==> src/rtl/comp_nbit_pipe.sv <==
// Pipelined N-bit magnitude comparator built from 2-bit less/equal cells.
// Supports unsigned, two's-complement and sign-magnitude compares. A sideband
// tag travels with each beat through a valid/ready pipeline of STAGES registers.
module comp_nbit_pipe #(
  parameter int WIDTH  = 32,
  parameter int STAGES = 2,
  parameter int TAG_W  = 4
) (
  input  logic             i_clk,
  input  logic             i_rst_n,
  input  logic             i_valid,
  output logic             o_ready,
  input  logic [WIDTH-1:0] i_data_a,
  input  logic [WIDTH-1:0] i_data_b,
  input  logic [1:0]       i_mode,
  input  logic [TAG_W-1:0] i_tag,
  output logic             o_valid,
  input  logic             i_ready,
  output logic             o_less,
  output logic             o_equal,
  output logic             o_greater,
  output logic [TAG_W-1:0] o_tag
);

  localparam int NL = WIDTH / 2;
  localparam int NP = 1 << $clog2(NL);

  typedef enum logic [1:0] {
    MODE_UNS     = 2'b00,
    MODE_SIGNED  = 2'b01,
    MODE_SIGNMAG = 2'b10,
    MODE_UNS_ALT = 2'b11
  } mode_e;

  // Reduces per-slice (lt,eq) pairs as a balanced tree. The slice vector is
  // padded above the MSB with neutral (lt=0,eq=1) cells so any slice count works.
  function automatic logic [1:0] mergeTree(input logic [NL-1:0] lt, input logic [NL-1:0] eq);
    logic [NP-1:0] l;
    logic [NP-1:0] e;
    l = '0;
    e = '1;
    l[NL-1:0] = lt;
    e[NL-1:0] = eq;
    for (int w = NP / 2; w >= 1; w = w / 2) begin
      for (int i = 0; i < w; i++) begin
        l[i] = l[2*i+1] | (e[2*i+1] & l[2*i]);
        e[i] = e[2*i+1] & e[2*i];
      end
    end
    return {l[0], e[0]};
  endfunction

  logic [NL-1:0]     fullLt_d, fullEq_d, magLt_d, magEq_d;
  logic [WIDTH-1:0]  magA, magB;
  logic              bothZero_d;

  logic [NL-1:0]     fullLt_q, fullEq_q, magLt_q, magEq_q;
  logic              signA_q, signB_q, bothZero_q;
  mode_e             mode_q;
  logic [TAG_W-1:0]  tag0_q;

  logic [STAGES-1:0] valid_q;
  logic [STAGES-1:0] validIn;
  logic [STAGES-1:0] load;

  logic [1:0]        fullRes, magRes;
  logic              decLt, decEq;
  logic              resLt, resEq;
  logic [TAG_W-1:0]  resTag;

  // Leaf cells: 2-bit lt/eq for the full words and for the sign-stripped magnitudes.
  always_comb begin
    magA       = {1'b0, i_data_a[WIDTH-2:0]};
    magB       = {1'b0, i_data_b[WIDTH-2:0]};
    fullLt_d   = '0;
    fullEq_d   = '0;
    magLt_d    = '0;
    magEq_d    = '0;
    for (int i = 0; i < NL; i++) begin
      fullLt_d[i] = i_data_a[2*i +: 2] <  i_data_b[2*i +: 2];
      fullEq_d[i] = i_data_a[2*i +: 2] == i_data_b[2*i +: 2];
      magLt_d[i]  = magA[2*i +: 2] <  magB[2*i +: 2];
      magEq_d[i]  = magA[2*i +: 2] == magB[2*i +: 2];
    end
    bothZero_d = (magA == '0) && (magB == '0);
  end

  // Stage s may load when every stage from s to the output has a hole or the sink drains.
  always_comb begin
    logic acc;
    load = '0;
    for (int s = 0; s < STAGES; s++) begin
      acc = i_ready;
      for (int j = s; j < STAGES; j++) begin
        acc = acc | !valid_q[j];
      end
      load[s] = acc;
    end
  end

  assign o_ready = load[0];

  if (STAGES == 1) begin : gVin1
    assign validIn = i_valid;
  end else begin : gVinN
    assign validIn = {valid_q[STAGES-2:0], i_valid};
  end

  // Stage valid bits: cleared by reset, shifted forward wherever a stage loads.
  always_ff @(posedge i_clk or negedge i_rst_n) begin
    if (!i_rst_n) begin
      valid_q <= '0;
    end else begin
      for (int s = 0; s < STAGES; s++) begin
        if (load[s]) valid_q[s] <= validIn[s];
      end
    end
  end

  // Stage 0 captures the leaf results, sign bits, mode and tag of an accepted beat.
  always_ff @(posedge i_clk) begin
    if (load[0]) begin
      fullLt_q   <= fullLt_d;
      fullEq_q   <= fullEq_d;
      magLt_q    <= magLt_d;
      magEq_q    <= magEq_d;
      signA_q    <= i_data_a[WIDTH-1];
      signB_q    <= i_data_b[WIDTH-1];
      bothZero_q <= bothZero_d;
      mode_q     <= mode_e'(i_mode);
      tag0_q     <= i_tag;
    end
  end

  // Finish the trees and apply the mode rules to get the final less/equal decision.
  always_comb begin
    fullRes = mergeTree(fullLt_q, fullEq_q);
    magRes  = mergeTree(magLt_q, magEq_q);
    decLt   = fullRes[1];
    decEq   = fullRes[0];
    case (mode_q)
      MODE_SIGNED: begin
        if (signA_q != signB_q) begin
          decLt = signA_q;
          decEq = 1'b0;
        end
      end
      MODE_SIGNMAG: begin
        if (bothZero_q) begin
          decLt = 1'b0;
          decEq = 1'b1;
        end else if (signA_q != signB_q) begin
          decLt = signA_q;
          decEq = 1'b0;
        end else if (!signA_q) begin
          decLt = magRes[1];
          decEq = magRes[0];
        end else begin
          decLt = !magRes[1] && !magRes[0];
          decEq = magRes[0];
        end
      end
      default: begin
      end
    endcase
  end

  if (STAGES > 1) begin : gPipe
    logic             ltQ  [STAGES-1];
    logic             eqQ  [STAGES-1];
    logic [TAG_W-1:0] tagQ [STAGES-1];

    // Later stages just carry the decided result and tag toward the output.
    always_ff @(posedge i_clk) begin
      if (load[1]) begin
        ltQ[0]  <= decLt;
        eqQ[0]  <= decEq;
        tagQ[0] <= tag0_q;
      end
      for (int p = 1; p < STAGES - 1; p++) begin
        if (load[p+1]) begin
          ltQ[p]  <= ltQ[p-1];
          eqQ[p]  <= eqQ[p-1];
          tagQ[p] <= tagQ[p-1];
        end
      end
    end

    assign resLt  = ltQ[STAGES-2];
    assign resEq  = eqQ[STAGES-2];
    assign resTag = tagQ[STAGES-2];
  end else begin : gNoPipe
    assign resLt  = decLt;
    assign resEq  = decEq;
    assign resTag = tag0_q;
  end

  assign o_valid   = valid_q[STAGES-1];
  assign o_less    = o_valid & resLt;
  assign o_equal   = o_valid & resEq;
  assign o_greater = o_valid & ~resLt & ~resEq;
  assign o_tag     = o_valid ? resTag : '0;

endmodule

==> config.mk <==
export PLATFORM = sky130hd
export DESIGN_NAME = comp_nbit_pipe
export DESIGN_NICKNAME = d
export VERILOG_FILES = /design/src/rtl/comp_nbit_pipe.sv
export SDC_FILE = /design/constraint.sdc
export NUM_CORES = 1
export LEC_CHECK = 0
export CAP_MARGIN = 20
export CORE_MARGIN = 2
export CORE_UTILIZATION = 51
export CTS_CLUSTER_DIAMETER = 30
export CTS_CLUSTER_SIZE = 28
export DETAILED_ROUTE_END_ITERATION = 10
export GPL_ROUTABILITY_DRIVEN = 0
export PLACE_DENSITY = 0.85
export SKIP_CTS_REPAIR_TIMING = 1
export SYNTH_ARGS = -nofsm -noshare
export SYNTH_HDL_FRONTEND = slang
export SYNTH_SLANG_ARGS = --single-unit
==> constraint.sdc <==
create_clock -name i_clk -period 8.55 [get_ports i_clk]
set_clock_uncertainty 0.15 [all_clocks]
set_input_delay 2.565 -clock i_clk [delete_from_list [all_inputs] [get_ports i_clk]]
set_output_delay 2.565 -clock i_clk [all_outputs]
set_load 0.02 [all_outputs]
==> flow_metrics.env <==
export IMPL_status="finished, final reports clean"
export IMPL_start_util_pct=52.08
export IMPL_synth_compound_area_share_pct=8.657
export IMPL_antenna_found_initial=0
export IMPL_ctsHtreeMaxLevel=2
export IMPL_cp_max_fo=2
export IMPL_dpl_hpwl_mm=5.055
export IMPL_drtAntennaViolNets=0
export IMPL_p_per_area_nw_per_um2=156.8
export IMPL_dr_pass1_iters=4
export IMPL_cts_num_sinks=51
export IMPL_insertion_delay_ns=0.30
export IMPL_crit_top_cell="clkdlybuf4s50_1"
export IMPL_switching_share_pct=23.91
export IMPL_pwr_share_clk_pct=26.6
export IMPL_crit_arrival_ns=3.89
export IMPL_grt_pass1_vias=2146
export IMPL_layout_common_cells="clkdlybuf4s50_1, inv_1, edfxtp_1, ha_1, a21oi_1"
export IMPL_slowest_delay_ns=0.64
export IMPL_async_flop_share_pct=3.922
export IMPL_irDropWorstVdd_v=0.00009245
export IMPL_clock_tree_buffer_depth=2
export IMPL_dp_slack_ns=1.928
export IMPL_cts_tree="built"
export IMPL_crit_path_cell_trace="clkdlybuf4s50_1, nand3b_1, clkdlybuf4s50_1"
export IMPL_drive_above_1_share_pct=5.000
export IMPL_ys_ff_latch=51
export IMPL_final_max_slew_viol_count=0
export IMPL_setup_tns_ns=0
export IMPL_syn_cell_area_um2=2833
export IMPL_drt_vias_per_instance=5.206
export IMPL_worst_path_max_delay_cell="clkdlybuf4s50_1"
export IMPL_rsz0062_at_grt="false"
export IMPL_drt_iter0_markers=149
export IMPL_p_sw_w=0.0001447
export IMPL_relSlewSlack_pct=63.16
export IMPL_io_pins=83
export IMPL_p_seq_share_pct=53.3
export IMPL_hold_viol=0
export IMPL_yosys_area_share_simple_pct=15.15
export IMPL_max_cap_violations=0
export IMPL_critPathCaptureType="output pin"
export IMPL_ys_types=32
export IMPL_synth_top_flop_cell="edfxtp_1"
export IMPL_drc=0
export IMPL_critPathLaunchType="input port"
export IMPL_setup_slack_ns=1.940
export IMPL_num_antenna_cells=0
export IMPL_seq_area_frac_synth_pct=53.71
export IMPL_core_area_um2=5439
export IMPL_die_w_um=78.53
export IMPL_finalNetCount=447
export IMPL_grtUsageTotal_pct=21.02
export IMPL_p_int_w=0.0004603
export IMPL_synth_edff_count=49
export IMPL_vias=2145
export IMPL_muxShareOfSynthArea_pct=0
export IMPL_syn_area_per_cell_um2=11.38
export IMPL_routedWlPerCell_um=14.92
export IMPL_layout_commonest_cell="clkdlybuf4s50_1"
export IMPL_place_area_um2=3751
export IMPL_grt_pass1_wl_mm=9.832
export IMPL_comb_power_share_pct=20.0
export IMPL_synth_xor_area_share_pct=0.3092
export IMPL_cts_root_buf="clkbuf_8"
export IMPL_worst_ep_required_time_ns=5.84
export IMPL_overflow=0
export IMPL_synth_top_family_by_area="simple AND/OR/NAND/NOR gates"
export IMPL_fin_crit_ns=6.610
export IMPL_design_area_um2=3859
export IMPL_fmax_ghz=0.1513
export IMPL_min_period_over_period_pct=77.31
export IMPL_row_count=27
export IMPL_area_delta_synth_final_pct=36.22
export IMPL_die_area_um2=6166
export IMPL_yosys_area_share_adder_pct=15.02
export IMPL_cp_num_buf_inv=2
export IMPL_grt_max_degree=45
export IMPL_syn_nets=357
export IMPL_wirelength_mm=6.146
export IMPL_p_leak_nw=1.615
export IMPL_min_path_type="register to register"
export IMPL_clkSlewWorstSetupHoldPaths_ns=0.08
export IMPL_path_class="input port to output pin"
export IMPL_port_buffers=82
export IMPL_cts_buffers=5
export IMPL_crit_family="buffers and inverters"
export IMPL_yosysWarnings=0
export IMPL_die_h_um=78.53
export IMPL_p_total_w=0.0006050
export IMPL_final_setup_viol_count=0
export IMPL_worst_pin_slew_ns=0.5526
export IMPL_fillCellCount=401
export IMPL_synthCells=249
## routing by layer
metal	share of wire (%)	vias up	track usage (%)
met5	0	-	0
met3	7.9	4	4.713
li1	-	1068	-
met1	39	981	24.96
met2	52	92	38.29
met4	0.91	0	5.439
## registers in the layout, summed over array words and instances (netlist names)
name        flops
fullEq_q       16
fullLt_q       16
gPipe.tagQ      4
tag0_q          4
mode_q          2
valid_q         2
bothZero_q      1
gPipe.eqQ       1
gPipe.ltQ       1
magEq_q         1
magLt_q         1
signA_q         1
signB_q         1
## through the flow
step / cells / util, % / hold WS, ns
floorplan: 249 / - / 0.2503
global placement: 404 / 68.97 / 0.2538
detailed placement: 404 / 68.97 / 0.2545
CTS: 412 / 70.95 / 0.2742
global route: 412 / 70.95 / 0.2842
finish: 412 / 70.95 / 0.2726
## power by group through the flow
stage          registers (W)  clock network (W)   logic, W
3_3_place_gp        0.000326                  0   0.000116
2_1_floorplan       0.000325                  0  0.0000571
4_1_cts             0.000323           0.000163   0.000121
5_1_grt             0.000326           0.000177   0.000134
3_5_place_dp        0.000328                  0   0.000121
6_report            0.000323           0.000161   0.000121
## path summary, 6_finish.rpt
path	from	end	slack, ns	cells after the start
setup / recovery	i_ready	o_ready	1.94	3
hold / removal	tag0_q[1]$_DFFE_PP_	gPipe.tagQ[0][1]$_DFFE_PP_	0.27	0
setup reg to reg	mode_q[0]$_DFFE_PP_	gPipe.ltQ[0]$_DFFE_PP_	6.52	5
hold reg to reg	tag0_q[1]$_DFFE_PP_	gPipe.tagQ[0][1]$_DFFE_PP_	0.27	0
max in group asynchronous	i_rst_n	valid_q[0]$_DFFE_PN0P_	5.85	1
min in group asynchronous	i_rst_n	valid_q[1]$_DFFE_PN0P_	2.28	1
## cell usage after synthesis, drive strengths merged (2+ instances only)
cell type | count | area [um2]
and2 | 22 | 137.6
nand2b | 3 | 18.77
nand4 | 6 | 37.54
o21ai | 5 | 36.29
nand2 | 8 | 35.03
a21oi | 25 | 128.9
or3b | 2 | 17.52
a211oi | 2 | 15.01
a21o | 3 | 23.77
dfrtp | 2 | 50.05
inv | 54 | 202.7
nor4 | 17 | 106.4
ha | 34 | 425.4
nor2 | 7 | 41.29
edfxtp | 49 | 1471
## worst register-to-register path: stages (launching register included)
cell and delay [ns]:
edfxtp_1 0.38, inv_1 0.05, ha_1 0.34, or3b_2 0.47
a311o_1 0.33, o311ai_1 0.10
## cells by family after synthesis
| family | count (synthesis) |
|---|---|
| simple gates | 69 |
| buf+inv | 54 |
| flops | 51 |
| compound gates | 40 |
| fa+ha+maj | 34 |
| xor+xnor | 1 |
## cell type report
cell class | instances | area (um2) | share of cell area (%)
Tap cell | 72 | 90.09 | 2.335
Sequential cell | 51 | 1521 | 39.43
Clock inverter | 3 | 38.79 | 1.005
Clock buffer | 5 | 68.82 | 1.783
Inverter | 54 | 202.7 | 5.253
Timing Repair Buffer | 83 | 828.3 | 21.47
Multi-Input combinational cell | 144 | 1109 | 28.73
Note: power is estimated with default switching activity, not from simulation.
==> variant 1: new RTL, same flow settings <==
`STAGES`: 2 -> 4.
--- a/src/rtl/comp_nbit_pipe.sv
+++ b/src/rtl/comp_nbit_pipe.sv
@@ -3,7 +3,7 @@
 // tag travels with each beat through a valid/ready pipeline of STAGES registers.
 module comp_nbit_pipe #(
   parameter int WIDTH  = 32,
-  parameter int STAGES = 2,
+  parameter int STAGES = 4,
   parameter int TAG_W  = 4
 ) (
   input  logic             i_clk,
Check against the original RTL: not equivalent (a bounded check fails within 4 cycles, from zero or initial values and one cycle with i_rst_n low).
==> variant 1 against the original RTL <==
Synthesized area rose by 15%; design area rose by 14%; highest routed layer unchanged; setup slack got worse by 0.22 ns; critical path type unchanged; wire length rose by 5.4%; largest cell class unchanged; sequential cell count rose by 14; global-route usage fell by 1.2 points; critical endpoint unchanged; sequential share of layout area rose by 4.6 points; total power rose by 33%.
==> variant 1: results (changes against the original RTL) <==
Synth
  – Synth Area in Compound Gates: 7.507% (-1.2 points)
  – Post-synth EDFFs: 61 (+24%)
  – Async set-reset flop share out of synthesis: 6.154% (+2.2 points)
  – Largest cells by area after synthesis: edfxtp_1 (56%), ha_1 (13%), inv_1 (6.3%), and2_1 (4.2%), a21oi_1 (3.7%)
  – Top cells by count, synth: edfxtp_1 (61), inv_1 (55), ha_1 (34), a21oi_1 (24), and2_1 (22)
  – Mean post-synth cell area: 12.19 µm² (+7.2%)
  – Post-synthesis xor/xnor area fraction: 0.2681% (-0.041 points)
  – Synthesized net count: 376 (+5.3%)
  – Post-Synth Adder-Cell Area: 13.02% (-2.0 points)
  – Netlist cell types: 34 (+6.3%)
  – Sequential cell area fraction in the yosys report: 59.13% (+5.4 points)

Power
  – VDD IR-drop max: 135.0 µV (+46%)
  – Switch share: 24.90% (+0.99 points)
  – Reg power frac: 51.9% (-1.4 points)
  – Logic pwr share: 16.6% (-3.4 points)
  – P_leak: 1.823 nW (+13%)
  – Internal: 0.0006060 W (+32%)

Setup path
  – Cell depth of the worst flop-to-flop path: 4 (-1)
  – Critical R2R Launch: mode_q[1]$_DFFE_PP_
  – FF-to-FF End: gPipe.ltQ[0][0]$_DFFE_PP_
  – Reg-to-reg slack, setup: 6.51 ns (about the same)
  – Worst Path Max Fanout: 5 (+3)
  – CP max stage delay: 0.61 ns (-0.03 ns)
  – Critical path arrival: 4.11 ns (+0.22 ns)

Placed design
  – Area after DPL: 4192 µm² (+12%)
  – Pre-CTS setup slack: 1.754 ns (-0.1739 ns)
  – DP HPWL: 5241 µm (+3.7%)
  – Placed Cells: 428 (+5.9%)

Clocking
  – H-tree depth: 3 (+1)
  – Clk_lat worst skew: 0.35 ns (+0.05 ns)
  – Total CTS buffers: 9 (+4)

GRT
  – Gr usage total: 19.86% (-1.2 points)
  – Global-route wire length before repair: 10720 µm (+9.1%)

Route
  – Via count: 2335 (+8.9%)
  – DRT Wirelength: 6478 µm (+5.4%)
  – Vias/cell: 5.259 (+1.0%)

Hold path
  – Hold path start: tag0_q[0]$_DFFE_PP_
  – Hold path endpoint: gPipe.tagQ[0][0]$_DFFE_PP_

STA
  – Hold Slack: 0.2769 ns (+0.004264 ns)
  – Setup WS post-layout: 1.722 ns (-0.2183 ns)

Finish
  – Top flop regs: fullEq_q (16), fullLt_q (16), gPipe.tagQ (12)
  – Final #Nets: 470 (+5.1%)
  – Ratio of cells with drive above 1 in the final layout: 6.812% (+1.8 points)
  – Filler instances: 451 (+12%)

Run status
  – Outcome: complete, no violations
==> variant 1: metal layers <==
layer | vias up | track usage, % | part of all wire [%]
li1 | 1149 | - | -
met1 | 1063 | 22.92 | 41
met2 | 105 | 34.70 | 50
met3 | 18 | 4.946 | 7.0
met4 | 0 | 8.798 | 2.7
met5 | - | 0 | 0
==> variant 1: final cells by class <==
class                   instances  area [µm²]  share of cell area, %
multi-input cells             148        1129                  25.74
flip-flops and latches         65        1932                  44.06
repair buffers                 83       828.3                  18.89
clock buffers                   9       123.9                  2.825
inverters                      55       206.4                  4.709
well taps                      77       96.34                  2.197
clock inverters                 7       68.82                  1.570
==> variant 1: worst reg2reg max path: stages (launching register included) <==
cell	delay (ns)
edfxtp_1	0.41
ha_1	0.34
or3b_2	0.47
a311o_1	0.33
o311ai_1	0.12
==> variant 1: logic make-up after synthesis <==
family                   after synthesis
AND/OR/NAND/NOR                       73
flip-flops                            65
buffers and inverters                 55
XOR/XNOR                               1
adder cells (fa/ha/maj)               34
AO/OA/AOI/OAI                         40
==> variant 2: new RTL, same settings <==
Without the edit above. Register the input `i_mode` before use, cleared by the reset. The logic sees it one clock later. The other inputs are not delayed to match.
--- a/src/rtl/comp_nbit_pipe.sv
+++ b/src/rtl/comp_nbit_pipe.sv
@@ -32,6 +32,16 @@
     MODE_UNS_ALT = 2'b11
   } mode_e;
 
+  logic [1:0] i_mode_q;
+
+  always_ff @(posedge i_clk or negedge i_rst_n) begin
+    if (!i_rst_n) begin
+      i_mode_q <= '0;
+    end else begin
+      i_mode_q <= i_mode;
+    end
+  end
+
   // Reduces per-slice (lt,eq) pairs as a balanced tree. The slice vector is
   // padded above the MSB with neutral (lt=0,eq=1) cells so any slice count works.
   function automatic logic [1:0] mergeTree(input logic [NL-1:0] lt, input logic [NL-1:0] eq);
@@ -127,7 +137,7 @@
       signA_q    <= i_data_a[WIDTH-1];
       signB_q    <= i_data_b[WIDTH-1];
       bothZero_q <= bothZero_d;
-      mode_q     <= mode_e'(i_mode);
+      mode_q     <= mode_e'(i_mode_q);
       tag0_q     <= i_tag;
     end
   end
Check against the original RTL: not equivalent (Yosys sat finds a counterexample within 4 cycles, from zero or initial values and one cycle with i_rst_n low).
==> variant 2 against the original RTL <==
Setup slack gained 0.0012 ns; global-route usage shrank 0.53 points; design area grew 1.5%; via count grew 0.19%; maximum frequency is essentially flat; synthesized area grew 1.8%; clock power grew 6%; wire length shrank 2.0%; sequential cell count grew 2; total power grew 3.0%.
==> variant 2: results (changes against the original RTL) <==
Run status
  – Outcome: complete, no violations

Power
  – P_leak: 1.637 nW (+1.4%)
  – VDD IR-drop max: 76.43 µV (-17%)
  – Switch share: 24.25% (+0.34 points)

Finish
  – Clock buffers and inverters, area share: 2.939% (+0.15 points)
  – Multi-input combinational area share: 28.31% (-0.42 points)
  – Non-clock buffer share of cell area: 21.15% (-0.32 points)
  – Signal buffers: 83 (unchanged)
  – Filler instances: 410 (+2.2%)
  – Final Non-Filler Cells: 414 (+0.49%)
  – Final #Nets: 449 (+0.45%)
  – Reg area: 1572 µm² (+3.3%)
  – Num sequential: 53 (+3.9%)
  – Ratio of cells with drive above 1 in the final layout: 5.263% (+0.26 points)
  – Multi-input gate count: 144 (unchanged)

Route
  – M1 WL: 2379 µm (-1.8%)
  – Vias/cell: 5.191 (-0.30%)
  – Met2 WL: 3317 µm (+4.3%)
  – Met3 WL post-DR: 253 µm (-48%)
  – Iter 0 DRT Violations: 108 (-28%)
  – Detailed-route wire length per cell: 14.56 µm (-2.4%)

Synth
  – Synthesized net count: 359 (+0.56%)
  – Top cells by count, synth: inv_1 (54), edfxtp_1 (49), ha_1 (34), a21oi_1 (24), and2_1 (22)
  – Async set-reset flop share out of synthesis: 7.547% (+3.6 points)
  – Primary FF master, synth: edfxtp_1
  – Synth warnings: 0 (unchanged)
  – Largest cells by area after synthesis: edfxtp_1 (51%), ha_1 (15%), inv_1 (7.0%), and2_1 (4.8%), a21oi_1 (4.2%)
  – Sequential cell area fraction in the yosys report: 54.51% (+0.80 points)
  – Cell count after synthesis: 251 (+0.80%)

GRT
  – GR Util met3: 3.750% (-0.96 points)
  – Vias in the first global route: 2260 (+5.3%)
  – Gr usage total: 20.49% (-0.53 points)
  – Initial antenna violation count: 0 (unchanged)
  – M2 GR Usage: 40.25% (+2.0 points)
  – Global-route wire length before repair: 9853 µm (+0.21%)
  – Largest net degree at the start of global routing: 45 (unchanged)
  – Global routing met1 resource utilization: 22.64% (-2.3 points)

Setup path
  – Worst Setup SP: i_ready
  – Worst setup path endpoint: o_ready
  – Critical path arrival: 3.89 ns (about the same)
  – Slowest-stage cell, CP: clkdlybuf4s50_1
  – CP max stage delay: 0.64 ns (about the same)
  – Critical R2R Launch: mode_q[1]$_DFFE_PP_
  – Cell depth of the worst flop-to-flop path: 4 (-1)
  – Reg-to-reg slack, setup: 6.53 ns (about the same)

Clocking
  – Total CTS buffers: 5 (unchanged)
  – Clock root buffer: clkbuf_8

STA
  – Setup WS post-layout: 1.942 ns (+0.001250 ns)
  – Worst-Margin Slew: 0.5506 ns (-0.002030 ns)

Placed design
  – DP HPWL: 4999 µm (-1.1%)

Hold path
  – WHS Path Cells: 0 (unchanged)
variant 2: changes by cell type after synthesis, sizes merged:
cell	delta
dfrtp	+2
variant 2: through the flow:
step	cell area [µm²]	hold slack, ns
5_1_grt	3916	0.2852
3_3_place_gp	3801	0.2514
2_1_floorplan	2883	0.2503
4_1_cts	3916	0.2816
3_5_place_dp	3801	0.2584
6_report	3916	0.2787
variant 2: kinds of logic after synthesis:
family                     Yosys count  share of synthesized area [%]
xor gates and xnor gates             1                         0.3039
AOI/OAI and AO/OA                   40                          8.507
and+or+nand+nor                     69                          14.89
DFF                                 53                          54.51
buffers and inverters               54                          7.031
adders and majority gates           34                          14.76
variant 2: power groups by stage:
stage | logic (W) | clock network (W) | registers (W)
floorplan | 0.0000571 | 0 | 0.000335
global placement | 0.000117 | 0 | 0.000336
detailed placement | 0.000122 | 0 | 0.000338
CTS | 0.000122 | 0.000173 | 0.000332
global route | 0.000135 | 0.000182 | 0.000335
finish | 0.000121 | 0.000170 | 0.000332
